### config.mk
export PLATFORM = sky130hd
export DESIGN_NAME = ifetch_prefetch_buf
export DESIGN_NICKNAME = d
export VERILOG_FILES = /design/src/rtl/ifetch_prefetch_buf_pkg.sv /design/src/rtl/ifetch_prefetch_buf_pfb_fifo.sv /design/src/rtl/ifetch_prefetch_buf.sv
export SDC_FILE = /design/constraint.sdc
export NUM_CORES = 1
export LEC_CHECK = 0
export CAP_MARGIN = 20
export CORE_MARGIN = 2
export CORE_UTILIZATION = 35
export DETAILED_ROUTE_END_ITERATION = 12
export PLACE_DENSITY = 0.69
export SKIP_LAST_GASP = 1
export SLEW_MARGIN = 20
export SYNTH_ARGS = -nofsm -noshare
export SYNTH_HDL_FRONTEND = slang
export SYNTH_SLANG_ARGS = --single-unit
### constraint.sdc
create_clock -name i_clk -period 4.07 [get_ports i_clk]
set_input_delay 1.221 -clock i_clk [delete_from_list [all_inputs] [get_ports i_clk]]
set_output_delay 1.221 -clock i_clk [all_outputs]
set_load 0.01 [all_outputs]
### src/rtl/ifetch_prefetch_buf_pkg.sv
// ifetch_prefetch_buf_pkg: shared constants and PC helper for the instruction prefetch buffer.
package ifetch_prefetch_buf_pkg;
    localparam logic [31:0] INST_NOP = 32'h0000_0013;
    localparam logic [31:0] PC_STEP  = 32'd4;

    function automatic logic [31:0] pc_next(input logic [31:0] pc);
        return pc + PC_STEP;
    endfunction
endpackage

### src/rtl/ifetch_prefetch_buf_pfb_fifo.sv
// pfb_fifo: DEPTH x 32 synchronous FIFO holding prefetched instruction words.
module pfb_fifo
    import ifetch_prefetch_buf_pkg::*;
#(
    parameter int DEPTH = 4
) (
    input  logic                     i_clk,
    input  logic                     i_rst_n,
    input  logic                     i_flush,
    input  logic                     i_push,
    input  logic [31:0]              i_wdata,
    input  logic                     i_pop,
    output logic [$clog2(DEPTH):0]   o_count,
    output logic [31:0]              o_head
);
    localparam int AW = $clog2(DEPTH);

    logic [AW-1:0] rd_q, rd_d, wr_q, wr_d;
    logic [AW:0]   cnt_q, cnt_d;
    logic [31:0]   mem_q [DEPTH];

    // flush wins over a same-cycle push
    always_comb begin
        rd_d    = i_flush ? '0 : rd_q + AW'(i_pop);
        wr_d    = i_flush ? '0 : wr_q + AW'(i_push);
        cnt_d   = i_flush ? '0 : cnt_q + (AW+1)'(i_push) - (AW+1)'(i_pop);
        o_count = cnt_q;
        o_head  = (cnt_q != '0) ? mem_q[rd_q] : INST_NOP;
    end

    always_ff @(posedge i_clk or negedge i_rst_n) begin
        if (!i_rst_n) begin
            rd_q  <= '0;
            wr_q  <= '0;
            cnt_q <= '0;
        end else begin
            rd_q  <= rd_d;
            wr_q  <= wr_d;
            cnt_q <= cnt_d;
        end
    end

    always_ff @(posedge i_clk) begin
        if (i_push & ~i_flush) mem_q[wr_q] <= i_wdata;
    end
endmodule

### src/rtl/ifetch_prefetch_buf.sv
// ifetch_prefetch_buf: sequential instruction prefetcher between the IF stage and instruction memory.
// Keeps up to DEPTH words buffered or in flight; a non-sequential IF address flushes and restarts.
module ifetch_prefetch_buf
    import ifetch_prefetch_buf_pkg::*;
#(
    parameter int          DEPTH    = 4,
    parameter logic [31:0] RESET_PC = 32'h0
) (
    input  logic        i_clk,
    input  logic        i_rst_n,
    input  logic        i_if_req,
    input  logic [31:0] i_if_addr,
    input  logic        i_if_ack,
    output logic        o_if_rsp,
    output logic [31:0] o_if_data,
    output logic        o_mem_req,
    output logic [31:0] o_mem_addr,
    input  logic        i_mem_gnt,
    input  logic        i_mem_rvalid,
    input  logic [31:0] i_mem_rdata
);
    localparam int CW = $clog2(DEPTH) + 1;

    logic [31:0] exp_pc_q, exp_pc_d, fetch_pc_q, fetch_pc_d;
    logic [CW-1:0] out_q, out_d, disc_q, disc_d, count;
    logic [CW:0]   used;
    logic [31:0]   head;
    logic          redirect, pop, push, drop, gnt;

    pfb_fifo #(.DEPTH(DEPTH)) u_fifo (
        .i_clk   (i_clk),
        .i_rst_n (i_rst_n),
        .i_flush (redirect),
        .i_push  (push),
        .i_wdata (i_mem_rdata),
        .i_pop   (pop),
        .o_count (count),
        .o_head  (head)
    );

    always_comb begin
        redirect   = i_if_req & (i_if_addr != exp_pc_q);
        used       = {1'b0, count} + {1'b0, out_q};
        o_if_rsp   = i_if_req & ~redirect & (count != '0);
        o_if_data  = o_if_rsp ? head : INST_NOP;
        pop        = o_if_rsp & i_if_ack;
        o_mem_req  = i_rst_n & ~redirect & (used < (CW+1)'(DEPTH));
        o_mem_addr = fetch_pc_q;
        gnt        = o_mem_req & i_mem_gnt;
        drop       = i_mem_rvalid & (disc_q != '0);
        push       = i_mem_rvalid & ~drop;
        out_d      = out_q + CW'(gnt) - CW'(i_mem_rvalid);
        // after a redirect every fetch still in flight belongs to the old stream
        disc_d     = redirect ? out_d : disc_q - CW'(drop);
        exp_pc_d   = redirect ? i_if_addr : pop ? pc_next(exp_pc_q) : exp_pc_q;
        fetch_pc_d = redirect ? i_if_addr : gnt ? pc_next(fetch_pc_q) : fetch_pc_q;
    end

    always_ff @(posedge i_clk or negedge i_rst_n) begin
        if (!i_rst_n) begin
            exp_pc_q   <= RESET_PC;
            fetch_pc_q <= RESET_PC;
            out_q      <= '0;
            disc_q     <= '0;
        end else begin
            exp_pc_q   <= exp_pc_d;
            fetch_pc_q <= fetch_pc_d;
            out_q      <= out_d;
            disc_q     <= disc_d;
        end
    end

    a_occupancy: assert property (@(posedge i_clk) disable iff (!i_rst_n)
        (used <= (CW+1)'(DEPTH)) && (disc_q <= out_q));
endmodule

==> Implementation_results.wiki <==
{| class="wikitable"
! Metric !! Value
|-
| Area of the die || 28200 sq um
|-
| Count of final max-slew check failures || 0
|-
| Final hold violation count || 0
|-
| Yosys top cell by area || edfxtp_1
|-
| Number of enable flip-flop cells after synthesis || 128
|-
| Post-synthesis cell type count || 54
|-
| IO Pins || 136
|-
| Average cell area after synthesis || 13.45 sq um
|-
| CP Capture Type || primary output
|-
| Clock Root Buffer || clkbuf_16
|-
| Final critical-path share of the clock period || 111.2%
|-
| Weighted congestion at the end of routability-driven global placement || 0.9174
|-
| Die Span Y || 167.9 microns
|-
| First-pass GRT wire length || 38.05 mm
|-
| Final min period || 4.524 ns
|-
| Maximum number of pins on one net before global-route repair || 58
|-
| Least-Margin Pin Slew || 0.6637 ns
|-
| Depth of the CTS H-tree || 1
|-
| Result of the run || finished with violations
|-
| Setup repair after global routing missed its margin || true
|-
| Relative slew slack || 55.75%
|-
| Nets || 984
|-
| Min-delay worst type || flop to flop
|-
| Count of fill cells added during filler insertion || 2283
|-
| Sequential element share of the synthesized area || 60.83%
|-
| Failing checks || negative setup slack
|-
| Drt first pass iters || 7
|-
| Cell with the largest stage delay on the worst path || or3_4
|-
| Share of the synthesized area in the top cell type || 40.87%
|-
| CP max FO || 8
|-
| Storage element area || 5722 sq um
|-
| Antenna Violating Nets Remaining || 0
|-
| Most repeated cell in the gate-level netlist after synthesis || edfxtp_1
|-
| Clock latency reported for the late side of the worst-skew pair || 0.51 ns
|-
| Clk sink count || 203
|-
| Critical path buffers and inverters || 5
|-
| Biggest area contributors in the synthesized netlist || edfxtp_1 (41%), dfrtp_1 (20%), mux4_2 (7.7%)
|-
| Final setup viols || 33
|-
| Port bufs || 135
|-
| Area of the core region || 26210 sq um
|-
| Half-perimeter wire length after placement || 16.40 mm
|-
| Asr flop ratio synth || 36.95%
|-
| Post-placement cell area || 11670 sq um
|-
| Highest clock frequency the design can meet || 221.0 MHz
|-
| Routed via count || 6628
|-
| Layout Utilization || 48.39%
|-
| Via count of the first global-routing pass || 6760
|-
| Data required time at the worst endpoint || 2.85 ns
|-
| Largest delay share family, worst path || simple AND/OR/NAND/NOR gates
|-
| Detailed Route WL || 24.75 mm
|-
| Mean number of vias per cell || 5.311
|-
| CP most frequent cell || buf_2
|-
| Leak pwr || 0.004742 uW
|-
| Largest buffer count on any clock path || 3
|-
| Residual DRC count || 0
|-
| Clock Skew || 0.01052 ns
|-
| DRT iter0 DRCs || 491
|-
| Antenna diodes || 0
|-
| Number of antenna violations at the first check in global routing || 1
|-
| Total gr overflow || 0
|-
| Net count after synthesis || 783
|-
| Detail-routed net length per standard cell || 19.83 microns
|-
| Worst VDD drop || 251.1 uV
|-
| Highest cell delay on the worst timing path || 0.45 ns
|-
| Layout cells sized above 1 || 29.57%
|-
| TritonCTS clock tree || yes
|-
| Max-cap violation count || 0
|-
| Yosys synthesis warning count || 0
|-
| Tot GR Track Use || 17.24%
|-
| Post-synth top cells || edfxtp_1 (128), dfrtp_1 (75), nand2_1 (49)
|-
| Kind of start point of the critical path || input port
|-
| Prevailing post-synth register cell || edfxtp_1
|-
| Count of state elements after synthesis || 203
|-
| Path type of the worst setup path || input port to primary output
|-
| Ratio of total power to cell area || 388.4 nW/um^2
|-
| CTS buffer count || 22
|-
| Final worst slack || -0.4545 ns
|-
| Cells after synthesis || 699
|-
| Relative area change from synthesis to final layout || 34.86%
|-
| Row count || 59
|-
| Post-layout power || 4926 uW
|-
| Worst EP arrival || 3.30 ns
|-
| Cell-by-cell listing of the critical path || buf_2 > xor2_1 > nor4_1 > buf_4 > and4_4 > nand2_4 > or3_4 > buf_12 > buf_16 > nor2b_1 > buf_2
|-
| Clk slew on worst S/H paths || 0.05 ns
|-
| Final cell area excluding filler cells || 12680 sq um
|-
| Horiz. Die Dim || 167.9 microns
|-
| Area of the multi-input gates || 3825 sq um
|-
| Syn Std Cell Area || 9404 sq um
|-
| Starting density of the core || 35.88%
|}
[state kept, by name (all words and copies together), names as in the netlist]
register        flops
u_fifo.rd_q         2
out_q               3
u_fifo.o_count      3
u_fifo.wr_q         2
u_fifo.mem_q      128
disc_q              3
o_mem_addr         31
exp_pc_q           31
[layout by cell type, fill, tap and decap left out, types with 4 or more instances in the layout]
master,n
clkbuf_16,22
clkdlybuf4s50_1,68
buf_12,9
nand4_1,23
buf_6,29
buf_2,30
nor2b_1,5
clkbuf_1,7
ha_1,12
mux4_2,32
a21oi_1,15
inv_1,18
nor2b_2,6
nor4_1,5
buf_4,65
edfxtp_1,128
xnor2_1,21
nor2_1,33
dfrtp_1,74
nand2_1,49
buf_16,4
o311ai_0,11
or3_1,4
nor4_2,4
and3_1,16
mux2_2,5
mux2i_1,5
nand3_1,34
xor2_2,11
and2_1,6
nor3_1,16
o21ai_0,18
and4_1,8
xor2_1,35
nor2b_4,19
[through the flow]
stage	instances	hold slack [ns]	worst slack [ns]	setup TNS, ns
after floorplan	699	0.4962	-0.08101	-4.939
after global placement	1197	0.5289	-1.256	-115.43
after detailed placement	1197	0.5400	-1.237	-115.17
after CTS	1243	0.5536	-0.3701	-11.19
after global routing	1248	0.5634	-0.5014	-14.95
final	1248	0.5489	-0.4545	-13.21
[layer usage]
metal	wire [microns]	GRT usage [%]	vias to the layer above
li1	-	-	3027
met1	10450	23.44	3266
met2	11700	27.90	289
met3	1890	3.714	44
met4	699	5.180	2
met5	13	0	-
[logic make-up after synthesis]
kind of cell,synth area share [%]
simple gates,14.37
flops,60.83
compound gates,5.096
xor+xnor,6.333
buf+inv,2.555
mux,8.795
fa+ha+maj,2.022
[final timing paths]
kind                                            from                             to  slack, ns  cells after the start
setup reg to reg            exp_pc_q[15]$_DFFE_PN0P_  u_fifo.mem_q[1][12]$_DFFE_PP_       0.51                     11
hold / removal             o_mem_addr[0]$_DFFE_PN0P_      o_mem_addr[0]$_DFFE_PN0P_       0.55                      1
min in group asynchronous                    i_rst_n        exp_pc_q[2]$_DFFE_PN0P_       0.73                      2
setup / recovery                       i_if_addr[14]                  o_if_data[28]      -0.45                     11
max in group asynchronous                    i_rst_n       u_fifo.rd_q[0]$_DFF_PN0_       2.33                      3
hold reg to reg            o_mem_addr[0]$_DFFE_PN0P_      o_mem_addr[0]$_DFFE_PN0P_       0.55                      1
[where the power goes]
group          switching (uW)  internal [uW]  total, uW
Clock                     791           1010       1810
Sequential                115           2320       2430
Combinational             332            357        689
[timing repair]
| action | 4_1_cts | 5_1_grt |
|---|---|---|
| pin swaps | 24 | 14 |
| hold buffers | 0 | 0 |
| gates resized for setup | 301 | 46 |
| setup buffers | 5 | 5 |
| setup endpoints to repair | 131 | 34 |
| cloned | 4 | 0 |
[cell type report]
type / count / area share (%)
well taps: 335 / 3.305
clock buffers: 30 / 4.657
flip-flops and latches: 203 / 45.12
inverters: 18 / 0.5328
clock inverters: 7 / 0.3848
multi-input cells: 443 / 30.16
repair buffers: 212 / 15.84
(Power assumes the default switching activity.)
